--- src/rtl/muldiv_pkg.sv ---
`default_nettype none
// ============================================================================
// Module      : muldiv_pkg
// Description : Shared encodings for the muldiv_seq RV32M sequencer.
// Revision    : 1.0 - initial release
// ============================================================================
package muldiv_pkg;

    typedef enum logic [2:0] {
        OP_MUL    = 3'b000,
        OP_MULH   = 3'b001,
        OP_MULHSU = 3'b010,
        OP_MULHU  = 3'b011,
        OP_DIV    = 3'b100,
        OP_DIVU   = 3'b101,
        OP_REM    = 3'b110,
        OP_REMU   = 3'b111
    } muldiv_op_e;

    localparam logic [3:0] ALU_ADD  = 4'b0000;
    localparam logic [3:0] ALU_SUB  = 4'b0001;
    localparam logic [3:0] ALU_SLTU = 4'b1001;

    typedef enum logic [3:0] {
        S_IDLE   = 4'd0,
        S_NEG_A  = 4'd1,
        S_NEG_B  = 4'd2,
        S_ITER_A = 4'd3,
        S_ITER_B = 4'd4,
        S_FIX_LO = 4'd5,
        S_FIX_HI = 4'd6,
        S_DONE   = 4'd7
    } state_e;

    localparam int XLEN    = 32;
    localparam int LATENCY = 2 * XLEN + 5;

endpackage
`default_nettype wire

--- src/rtl/muldiv_seq.sv ---
`default_nettype none
// ============================================================================
// Module      : muldiv_seq
// Description : Iterative RV32M multiply/divide sequencer driving a shared
//               external ALU. MULDIV_DIV0_FAST_EN shortcuts divide-by-zero.
// Revision    : 1.0 - initial release
// ============================================================================
module muldiv_seq
    import muldiv_pkg::*;
#(
    parameter int DATA_WIDTH    = 32,
    parameter int OPCODE_LENGTH = 4
) (
    input  logic                     clk,
    input  logic                     rst_n,
    input  logic                     req_valid,
    output logic                     req_ready,
    input  logic [2:0]               req_op,
    input  logic [DATA_WIDTH-1:0]    req_a,
    input  logic [DATA_WIDTH-1:0]    req_b,
    input  logic                     flush,
    output logic                     resp_valid,
    input  logic                     resp_ready,
    output logic [DATA_WIDTH-1:0]    resp_data,
    output logic [OPCODE_LENGTH-1:0] alu_operation,
    output logic [DATA_WIDTH-1:0]    alu_srca,
    output logic [DATA_WIDTH-1:0]    alu_srcb,
    input  logic [DATA_WIDTH-1:0]    alu_result
);

    localparam int                      c_CNT_W   = $clog2(DATA_WIDTH);
    localparam logic [c_CNT_W-1:0]      c_LAST    = c_CNT_W'(DATA_WIDTH - 1);
    localparam logic [OPCODE_LENGTH-1:0] c_OP_ADD  = OPCODE_LENGTH'(ALU_ADD);
    localparam logic [OPCODE_LENGTH-1:0] c_OP_SUB  = OPCODE_LENGTH'(ALU_SUB);
    localparam logic [OPCODE_LENGTH-1:0] c_OP_SLTU = OPCODE_LENGTH'(ALU_SLTU);

    state_e                r_state;
    state_e                w_next_state;
    muldiv_op_e            r_op;
    logic                  r_neg_a;
    logic                  r_neg_b;
    logic                  r_div0;
    logic                  r_lt;
    logic                  r_resp_valid;
    logic [DATA_WIDTH-1:0] r_a_orig;
    logic [DATA_WIDTH-1:0] r_b;
    logic [DATA_WIDTH-1:0] r_hi;
    logic [DATA_WIDTH-1:0] r_lo;
    logic [DATA_WIDTH-1:0] r_sum;
    logic [DATA_WIDTH-1:0] r_resp_data;
    logic [c_CNT_W-1:0]    r_cnt;

    logic                  w_is_div;
    logic                  w_rem_msb;
    logic [DATA_WIDTH-1:0] w_rem;
    logic                  w_sub;
    logic [DATA_WIDTH-1:0] w_result;

    assign w_is_div   = r_op[2];
    // Restoring-divide partial remainder is 33 bits: {w_rem_msb, w_rem}
    assign w_rem_msb  = r_hi[DATA_WIDTH-1];
    assign w_rem      = {r_hi[DATA_WIDTH-2:0], r_lo[DATA_WIDTH-1]};
    assign w_sub      = w_rem_msb || !r_lt;

    assign req_ready  = (r_state == S_IDLE);
    assign resp_valid = r_resp_valid;
    assign resp_data  = r_resp_data;

    always_comb begin
        w_result = r_lo;
        case (r_op)
            OP_MUL:                      w_result = r_lo;
            OP_MULH, OP_MULHSU, OP_MULHU: w_result = r_hi;
            OP_DIV, OP_DIVU:             w_result = r_div0 ? '1 : r_lo;
            OP_REM, OP_REMU:             w_result = r_div0 ? r_a_orig : r_hi;
            default:                     w_result = r_lo;
        endcase
    end

    always_ff @(posedge clk or negedge rst_n) begin
        if (!rst_n) begin
            r_state <= S_IDLE;
        end else begin
            r_state <= w_next_state;
        end
    end

    always_comb begin
        w_next_state  = r_state;
        alu_operation = c_OP_ADD;
        alu_srca      = '0;
        alu_srcb      = '0;
        case (r_state)
            S_IDLE: begin
                if (req_valid) begin
`ifdef MULDIV_DIV0_FAST_EN
                    if (req_op[2] && (req_b == '0)) begin
                        w_next_state = S_DONE;
                    end else begin
                        w_next_state = S_NEG_A;
                    end
`else
                    w_next_state = S_NEG_A;
`endif
                end
            end
            S_NEG_A: begin
                w_next_state = S_NEG_B;
                if (r_neg_a) begin
                    alu_operation = c_OP_SUB;
                    alu_srcb      = r_a_orig;
                end else begin
                    alu_srca      = r_a_orig;
                end
            end
            S_NEG_B: begin
                w_next_state = S_ITER_A;
                if (r_neg_b) begin
                    alu_operation = c_OP_SUB;
                    alu_srcb      = r_b;
                end else begin
                    alu_srca      = r_b;
                end
            end
            S_ITER_A: begin
                w_next_state = S_ITER_B;
                if (w_is_div) begin
                    alu_operation = c_OP_SLTU;
                    alu_srca      = w_rem;
                    alu_srcb      = r_b;
                end else begin
                    alu_srca      = r_hi;
                    alu_srcb      = r_lo[0] ? r_b : '0;
                end
            end
            S_ITER_B: begin
                w_next_state = (r_cnt == c_LAST) ? S_FIX_LO : S_ITER_A;
                if (w_is_div) begin
                    alu_operation = w_sub ? c_OP_SUB : c_OP_ADD;
                    alu_srca      = w_rem;
                    alu_srcb      = w_sub ? r_b : '0;
                end else begin
                    // Unsigned wrap of hi+addend shows up as sum < hi
                    alu_operation = c_OP_SLTU;
                    alu_srca      = r_sum;
                    alu_srcb      = r_hi;
                end
            end
            S_FIX_LO: begin
                w_next_state = S_FIX_HI;
                if (r_neg_a ^ r_neg_b) begin
                    alu_operation = c_OP_SUB;
                    alu_srcb      = r_lo;
                end else begin
                    alu_srca      = r_lo;
                end
            end
            S_FIX_HI: begin
                w_next_state = S_DONE;
                if (w_is_div && r_neg_a) begin
                    alu_operation = c_OP_SUB;
                    alu_srcb      = r_hi;
                end else if (!w_is_div && (r_neg_a ^ r_neg_b)) begin
                    alu_srca      = ~r_hi;
                    alu_srcb      = {{(DATA_WIDTH-1){1'b0}}, (r_lo == '0)};
                end else begin
                    alu_srca      = r_hi;
                end
            end
            S_DONE: begin
                if (r_resp_valid && resp_ready) begin
                    w_next_state = S_IDLE;
                end
            end
            default: w_next_state = S_IDLE;
        endcase
        if (flush) begin
            w_next_state = S_IDLE;
        end
    end

    always_ff @(posedge clk or negedge rst_n) begin
        if (!rst_n) begin
            r_op         <= OP_MUL;
            r_neg_a      <= 1'b0;
            r_neg_b      <= 1'b0;
            r_div0       <= 1'b0;
            r_lt         <= 1'b0;
            r_resp_valid <= 1'b0;
            r_a_orig     <= '0;
            r_b          <= '0;
            r_hi         <= '0;
            r_lo         <= '0;
            r_sum        <= '0;
            r_resp_data  <= '0;
            r_cnt        <= '0;
        end else if (flush) begin
            r_resp_valid <= 1'b0;
        end else begin
            case (r_state)
                S_IDLE: begin
                    if (req_valid) begin
                        r_op     <= muldiv_op_e'(req_op);
                        r_a_orig <= req_a;
                        r_b      <= req_b;
                        r_neg_a  <= req_a[DATA_WIDTH-1] &&
                                    ((req_op == OP_MULH) || (req_op == OP_MULHSU) ||
                                     (req_op == OP_DIV)  || (req_op == OP_REM));
                        r_neg_b  <= req_b[DATA_WIDTH-1] &&
                                    ((req_op == OP_MULH) || (req_op == OP_DIV) ||
                                     (req_op == OP_REM));
                        r_div0   <= req_op[2] && (req_b == '0);
                        r_hi     <= '0;
                        r_lo     <= '0;
                        r_cnt    <= '0;
                    end
                end
                S_NEG_A: r_lo <= alu_result;
                S_NEG_B: r_b  <= alu_result;
                S_ITER_A: begin
                    if (w_is_div) begin
                        r_lt  <= alu_result[0];
                    end else begin
                        r_sum <= alu_result;
                    end
                end
                S_ITER_B: begin
                    r_cnt <= r_cnt + 1'b1;
                    if (w_is_div) begin
                        r_hi <= alu_result;
                        r_lo <= {r_lo[DATA_WIDTH-2:0], w_sub};
                    end else begin
                        r_hi <= {alu_result[0], r_sum[DATA_WIDTH-1:1]};
                        r_lo <= {r_sum[0], r_lo[DATA_WIDTH-1:1]};
                    end
                end
                S_FIX_LO: r_lo <= alu_result;
                S_FIX_HI: r_hi <= alu_result;
                S_DONE: begin
                    // First DONE cycle captures the result; handshake clears valid
                    if (!r_resp_valid) begin
                        r_resp_valid <= 1'b1;
                        r_resp_data  <= w_result;
                    end else if (resp_ready) begin
                        r_resp_valid <= 1'b0;
                    end
                end
                default: ;
            endcase
        end
    end

endmodule
`default_nettype wire
--- config.mk ---
export PLATFORM = sky130hd
export DESIGN_NAME = muldiv_seq
export DESIGN_NICKNAME = d
export VERILOG_FILES = /design/src/rtl/muldiv_pkg.sv /design/src/rtl/muldiv_seq.sv
export SDC_FILE = /design/constraint.sdc
export NUM_CORES = 1
export LEC_CHECK = 0
export CAP_MARGIN = 10
export CORE_ASPECT_RATIO = 1.2
export CORE_MARGIN = 3
export CORE_UTILIZATION = 27
export DETAILED_ROUTE_END_ITERATION = 7
export PLACE_DENSITY = 0.53
export SLEW_MARGIN = 30
export SYNTH_ARGS = -nofsm -noshare
export SYNTH_HDL_FRONTEND = slang
export SYNTH_SLANG_ARGS = --single-unit
--- constraint.sdc ---
create_clock -name clk -period 2.2 [get_ports clk]
set_input_delay 0.44 -clock clk [delete_from_list [all_inputs] [get_ports clk]]
set_output_delay 0.44 -clock clk [all_outputs]
set_load 0.02 [all_outputs]
==> results.md, run 1 <==
* Clock sinks at 208
* PnR worst setup slack at -0.796 ns
* Mux cell area share after synthesis at 7.56%
* Startpoint types: flop
* Unrepaired setup endpoints after global routing: yes
* Die ar. at 47900 µm²
* Final worst-path cycle share at 136%
* CTS tree: done
* Pwr/cell area at 815 nW/µm²
* Sequential Area at 5210 µm²
* Global route total overflow at 0
* CTS Buf Count at 25
* Max Transition Viols Final at 0
* Failing checks: DRC, setup timing
* Routed vias/inst at 5.62
* Layout cells sized above 1 at 28.8%
* Synth area leader: dfrtp_1
* Die Height at 239 µm
* FFs w/ async S/R, synth at 100%
* Clock slew seen by the registers of the worst setup and hold paths at 0.06 ns
* Synthesized area at 12200 µm²
* Final WL at 57.1 mm
* Largest net degree at the start of global routing at 51
* Initial core utilization at 27.6%
* Maxcap violations at 0
* Post-synthesis xor/xnor area fraction at 2.58%
* ANT cells at 0
* Fillers at 4414
* Clock period minus worst slack at 3.00 ns
* Setup_tns at -43.25 ns
* Synth Instances at 1333
* Number of synthesis warnings at 0
* Antenna violations before repair at 0
* Clock Skews at 0.0258 ns
* Main combinational cell family by area after synthesis: compound AO/OA/AOI/OAI gates
* Least-Margin Pin Slew at 0.582 ns
* Synth cell types at 55
* Post-route DRC at 6
* Pre-antenna DRT Iters at 8
* Status: finished with violations
* Multi-input logic area at 6650 µm²
* Vias at 13000
* Port buffer count at 203
* Relative slew slack at 61.2%
* Worst skew pair latency at 0.56 ns
* Total GRT Usage at 22.8%
* H-tree depth at 1
* Largest fanout on the critical path at 5
* Gp weighted congestion at 0.932
* Synthesis-stage register bit count at 208
* Worst setup EP type: output port
* Vias in the first global route at 13400
* Fin. Hold Viols at 0
* Iter 0 DRT Violations at 1415
* Post-synth top flop: dfrtp_1
* Nets at 1796
* Final setup fails at 67
* Final Util at 42.0%
* Adder-cell share of the synthesized area at 0.204%
* Top cell type's share of synthesized area at 42.5%
* Non-filler cells, final at 2311
* Synth top area cells: dfrtp_1, nand2_1, a221o_1, mux2_2, a222oi_1
* First-pass GRT wire length at 84.3 mm
* Worst VDD drop at 0.694 mV
* Row cnt at 84
* Lkg Pwr at 8.17 nW
* Post-DRT Antenna Nets at 0
* Root buffer cell: clkbuf_16
* DR WL/cell at 24.7 µm
* Hold Crit Class: in -> async
* Register area share after synthesis at 42.5%
* Max Clk Rate at 334 MHz
* Simple-gate share of the synthesized area at 15.0%
* Core area at 44400 µm²
* Area growth syn-to-layout at 52.3%
* Setup CP Type: reg -> out
* Synth Area in Compound Gates at 25.9%
* Die Span X at 200 µm
* Post-synth EDFFs at 0
* Hpwl dp at 40.4 mm
* Syn Area/Cell at 9.18 µm²
* Data arrival, critical path at 2.56 ns
* Io pins at 206
* Placed insts at 2218
* Worst path required time at 1.76 ns
* Max clock buf depth at 3
==> logic make-up (layout without fill, tap and decap cells) <==
group | count (synthesis) | count (layout)
simple gates | 403 | 403
fa+ha+maj | 2 | 2
buf+inv | 185 | 560
flops | 208 | 208
xor+xnor | 36 | 36
compound gates | 412 | 412
other cells | 1 | 2
mux | 86 | 86
==> repair_timing <==
item,CTS,global route
pin swaps,82,51
resized for setup,453,70
hold buffers,1,0
setup buffers,37,12
gates cloned,6,4
endpoints found under the hold margin,43,0
endpoints found under the setup margin,119,81
==> critical path, cell delays in order (launching register included) <==
cell,delay (ns)
dfrtp_2,0.44
buf_6,0.15
nor4b_4,0.13
buf_4,0.15
buf_12,0.14
a222oi_1,0.32
o211ai_1,0.15
a221o_1,0.35
buf_6,0.16
==> path summary, 6_finish.rpt <==
check	start	to	slack, ns	cells past startpoint
max in group asynchronous	rst_n	r_state[2]$_DFFE_PN0P_	1.07	3
hold / removal	rst_n	resp_data[23]$_DFFE_PN0P_	0.42	2
setup reg to reg	r_state[2]$_DFFE_PN0P_	r_neg_b$_DFFE_PN0P_	0	7
hold reg to reg	resp_data[4]$_DFFE_PN0P_	resp_data[4]$_DFFE_PN0P_	0.48	2
setup / recovery	r_state[0]$_DFFE_PN0P_	alu_srca[15]	-0.80	8
min in group clk	req_a[13]	r_a_orig[13]$_DFFE_PN0P_	0.42	3
==> cell type report <==
cell class,count,area share (%)
sequential,208,27.9
clock inverter,15,1.03
clock buffer,31,3.74
timing repair buffer,461,26.5
inverter,53,1.08
multi-input combinational,941,35.6
tap,602,4.04
==> cell usage after synthesis (2+ instances only) <==
cell         n
a2111oi_0    2
a21oi_1     52
a221o_1     63
a221oi_1    46
a222oi_1    45
a22o_1       4
a22oi_1     35
a31oi_1      4
a32oi_1     33
and2_1       3
and3_1       2
and4_1       2
buf_1        2
buf_2       45
buf_4        4
clkbuf_1    81
dfrtp_1    208
ha_1         2
inv_1       51
mux2_2      52
mux2i_1     34
nand2_1    227
nand2b_1     5
nand3_1      7
nand4_1     38
nor2_1      76
nor2b_1      5
nor3_1       5
nor3b_1      2
nor4_1      12
nor4b_1      2
nor4b_2      3
o211ai_1    16
o21a_1      32
o21ai_0     65
o21ai_1     11
or2_2        2
or3_1        4
xnor2_1      3
xor2_1      33
==> power by group <==
part           switching [mW]  internal, mW
sequential              0.687          4.52
combinational            2.93          2.52
clock                    1.82          2.73
==> placed cells by master, fill, tap and decap left out, types with 32 or more instances in the layout <==
cell type	count
a21oi_1	49
a221o_1	63
a221oi_1	46
a222oi_1	45
buf_12	45
buf_4	164
buf_6	98
clkdlybuf4s50_1	135
dfrtp_1	203
inv_1	49
mux2_2	52
mux2i_1	34
nand2_1	226
nand4_1	38
nor2_1	72
o21a_1	32
o21ai_0	64
xor2_1	32
==> stage by stage <==
stage	hold WS (ns)	setup WS [ns]	area (µm²)	power [mW]
3_5_place_dp	0.459	-0.639	16700	10.2
3_3_place_gp	0.454	-0.660	16700	10.2
5_1_grt	0.421	-0.880	18600	15.8
4_1_cts	0.400	-0.790	18400	15.1
6_report	0.418	-0.796	18600	15.2
2_1_floorplan	0.144	0.0137	12200	7.49
==> state kept, by name (all words and copies together) (netlist names) <==
name / cells
r_op: 3
r_lt: 1
r_sum: 32
r_a_orig: 32
r_hi: 32
r_lo: 32
r_neg_b: 1
r_cnt: 5
r_b: 32
r_neg_a: 1
r_div0: 1
resp_valid: 1
r_state: 3
resp_data: 32
==> routing by layer <==
metal  GRT usage (%)  vias to the layer above  wire (µm)  part of all wire [%]
li1                -                     5745          -                     -
met5               0                        -          0                     0
met1            28.1                     6458      22600                    40
met2            39.2                      626      28000                    49
met3            3.90                      154       3950                   6.9
met4            10.4                        0       2600                   4.6
No activity file was read; power rests on OpenSTA's default activity.
==> inputs of run 2 (changes only) <==
--- a/config.mk
+++ b/config.mk
@@ -8,9 +8,9 @@
 export CAP_MARGIN = 10
 export CORE_ASPECT_RATIO = 1.2
 export CORE_MARGIN = 3
-export CORE_UTILIZATION = 27
+export CORE_UTILIZATION = 46
 export DETAILED_ROUTE_END_ITERATION = 7
-export PLACE_DENSITY = 0.53
+export PLACE_DENSITY = 0.78
 export SLEW_MARGIN = 30
 export SYNTH_ARGS = -nofsm -noshare
 export SYNTH_HDL_FRONTEND = slang
==> results.md, run 2 (synthesized netlist as in run 1, its figures left out) <==
* Final worst-path cycle share at 136% (about the same)
* Most frequent cells in the layout: nand2_1, dfrtp_1, buf_4 (unchanged)
* Fin. Hold Viols at 0 (unchanged)
* Setup CP Type: reg -> out (unchanged)
* Core area at 25900 µm² (was 44400 µm²)
* CP max stage cell: dfrtp_2 (unchanged)
* Clock power frac at 27.1% (was 29.9%)
* Die Span X at 155 µm (was 200 µm)
* Relative slew slack at 59.7% (was 61.2%)
* Maxcap violations at 0 (unchanged)
* RR Endpoint: r_div0$_DFFE_PN0P_ (was r_neg_b$_DFFE_PN0P_)
* Clock period minus worst slack at 2.99 ns (was 3.00 ns)
* Clock sinks at 208 (unchanged)
* Worst VDD drop at 0.506 mV (was 0.694 mV)
* Worst path cell trace: buf_6, nor4b_4, buf_4, a222oi_1, o211ai_1, a221o_1, buf_6 (was buf_6, nor4b_4, buf_4, buf_12, a222oi_1, o211ai_1, a221o_1, buf_6)
* Max Transition Viols Final at 0 (unchanged)
* Routed vias/inst at 6.82 (was 5.62)
* Reg power frac at 35.8% (was 34.3%)
* Vias in the first global route at 13400 (about the same)
* Largest net degree at the start of global routing at 67 (was 51)
* Max clock buf depth at 3 (unchanged)
* Clock slew seen by the registers of the worst setup and hold paths at 0.06 ns (about the same)
* Switching pwr at 5.31 mW (was 5.43 mW)
* Layout cells sized above 1 at 27.5% (was 28.8%)
* PnR worst setup slack at -0.791 ns (was -0.796 ns)
* Post-route DRC at 5 (was 6)
* Status: finished with violations (unchanged)
* Most common cell after layout, fill and taps aside: nand2_1 (unchanged)
* Pwr/cell area at 820 nW/µm² (was 815 nW/µm²)
* Final hold slack at 0.426 ns (was 0.418 ns)
* Iter 0 DRT Violations at 2251 (was 1415)
* Internal power at 9.36 mW (was 9.77 mW)
* Gp weighted congestion at 0.951 (was 0.932)
* CTS Buf Count at 23 (was 25)
* CP max stage delay at 0.47 ns (was 0.44 ns)
* Global route total overflow at 0 (unchanged)
* Power, Total at 14.7 mW (was 15.2 mW)
* Initial core utilization at 47.3% (was 27.6%)
* Worst flop-to-flop path startpoint: r_state[1]$_DFFE_PN0P_ (was r_state[2]$_DFFE_PN0P_)
* Largest fanout on the critical path at 7 (was 5)
* Clock Skews at 0.00988 ns (was 0.0258 ns)
* Data arrival, critical path at 2.55 ns (was 2.56 ns)
* Worst skew pair latency at 0.52 ns (was 0.56 ns)
* Final WL at 52.2 mm (was 57.1 mm)
* Post-DRT Antenna Nets at 0 (unchanged)
* Area growth syn-to-layout at 46.2% (was 52.3%)
* FF-to-FF path depth at 10 (was 7)
* ANT cells at 0 (unchanged)
* Port buffer count at 203 (unchanged)
* H-tree depth at 1 (unchanged)
* CTS tree: done (unchanged)
* Unrepaired setup endpoints after global routing: yes (unchanged)
* Critical Path Most Common Cell: buf_6 (unchanged)
* Worst setup EP type: output port (unchanged)
* First-pass GRT wire length at 75.6 mm (was 84.3 mm)
* Total GRT Usage at 33.3% (was 22.8%)
* Failing checks: DRC, setup timing (unchanged)
* Die ar. at 28600 µm² (was 47900 µm²)
* Io pins at 206 (unchanged)
* Dpl ws at -0.619 ns (was -0.639 ns)
* Worst path required time at 1.76 ns (about the same)
* Antenna violations before repair at 0 (unchanged)
* Sw Share at 36.2% (was 35.7%)
* Hpwl dp at 35.0 mm (was 40.4 mm)
* Worst R2R Setup Slack at -0.20 ns (was 0 ns)
* Lkg Pwr at 8.02 nW (was 8.17 nW)
* Nets at 1782 (was 1796)
* Startpoint types: flop (unchanged)
* DR WL/cell at 25.8 µm (was 24.7 µm)
* Vias at 13800 (was 13000)
* Least-Margin Pin Slew at 0.603 ns (was 0.582 ns)
* Final setup fails at 107 (was 67)
* Logic pwr share at 37.1% (was 35.8%)
* Die Height at 185 µm (was 239 µm)
* Max Clk Rate at 334 MHz (about the same)
* Root buffer cell: clkbuf_16 (unchanged)
* Hold Crit Class: in -> async (unchanged)
* Row cnt at 64 (was 84)
* Pre-antenna DRT Iters at 8 (unchanged)
* CP bufs+invs at 3 (was 4)
* Critical path's top delay family: compound AO/OA/AOI/OAI gates (unchanged)
[run 2: cell types whose count changed in the layout (fill, tap and decap cells not counted), moves of 6 or more]
cell / previous run / this run
a22oi_2: 15 / 7
a22oi_1: 20 / 28
buf_12: 45 / 35
buf_6: 98 / 80
buf_2: 1 / 7
nand2_1: 226 / 220
buf_4: 164 / 170
nand2_2: 1 / 7
[run 2: worst max-delay path by stage]
stage / startpoint / to / cells past startpoint
2_1_floorplan: r_state[0]$_DFFE_PN0P_ / alu_srca[30] / 7
3_3_place_gp: r_neg_a$_DFFE_PN0P_ / alu_srcb[15] / 7
3_5_place_dp: r_state[0]$_DFFE_PN0P_ / alu_srcb[6] / 6
4_1_cts: r_state[1]$_DFFE_PN0P_ / alu_srca[29] / 7
5_1_grt: r_state[0]$_DFFE_PN0P_ / alu_srca[15] / 7
6_report: r_state[0]$_DFFE_PN0P_ / alu_srca[15] / 7
[run 2: through the flow]
stage	cells	setup TNS (ns)	utilization, %	instance area (µm²)
after global placement	1932	-35.05	62.2	16100
after CTS	1988	-39.13	65.8	17000
after global routing	2022	-51.20	69.2	17900
after floorplan	1334	0	-	12200
after detailed placement	1932	-37.65	62.2	16100
final	2022	-46.12	69.2	17900
[run 2: per-layer routing]
metal | wire, µm | track usage [%] | vias to the layer above
li1 | - | - | 5698
met1 | 18100 | 41.1 | 6521
met2 | 24300 | 55.2 | 1278
met3 | 6280 | 6.65 | 291
met4 | 3530 | 17.7 | 0
met5 | 0 | 0 | -
[run 2: cell type report]
cell class,count,area (µm²)
tap,330,413
sequential,208,5210
fill,1867,7970
clock buffer,34,667
inverter,53,201
clock inverter,7,90.1
timing repair buffer,449,4700
multi-input combinational,941,6610
[run 2: timing repair]
action                                  CTS  global route
pin swaps                                29            52
hold buffers                              1             0
gates cloned                              2            10
gates resized for setup                 333           162
hold endpoints to repair                 39             0
setup buffers                            14            25
endpoints found under the setup margin  118           100
[run 2: power groups by stage]
stage | registers [mW] | logic (mW) | clock network (mW)
CTS | 5.18 | 4.83 | 3.97
floorplan | 5.11 | 2.38 | 0
detailed placement | 5.22 | 4.72 | 0
global placement | 5.20 | 4.62 | 0
finish | 5.25 | 5.44 | 3.98
global route | 5.30 | 5.68 | 4.13
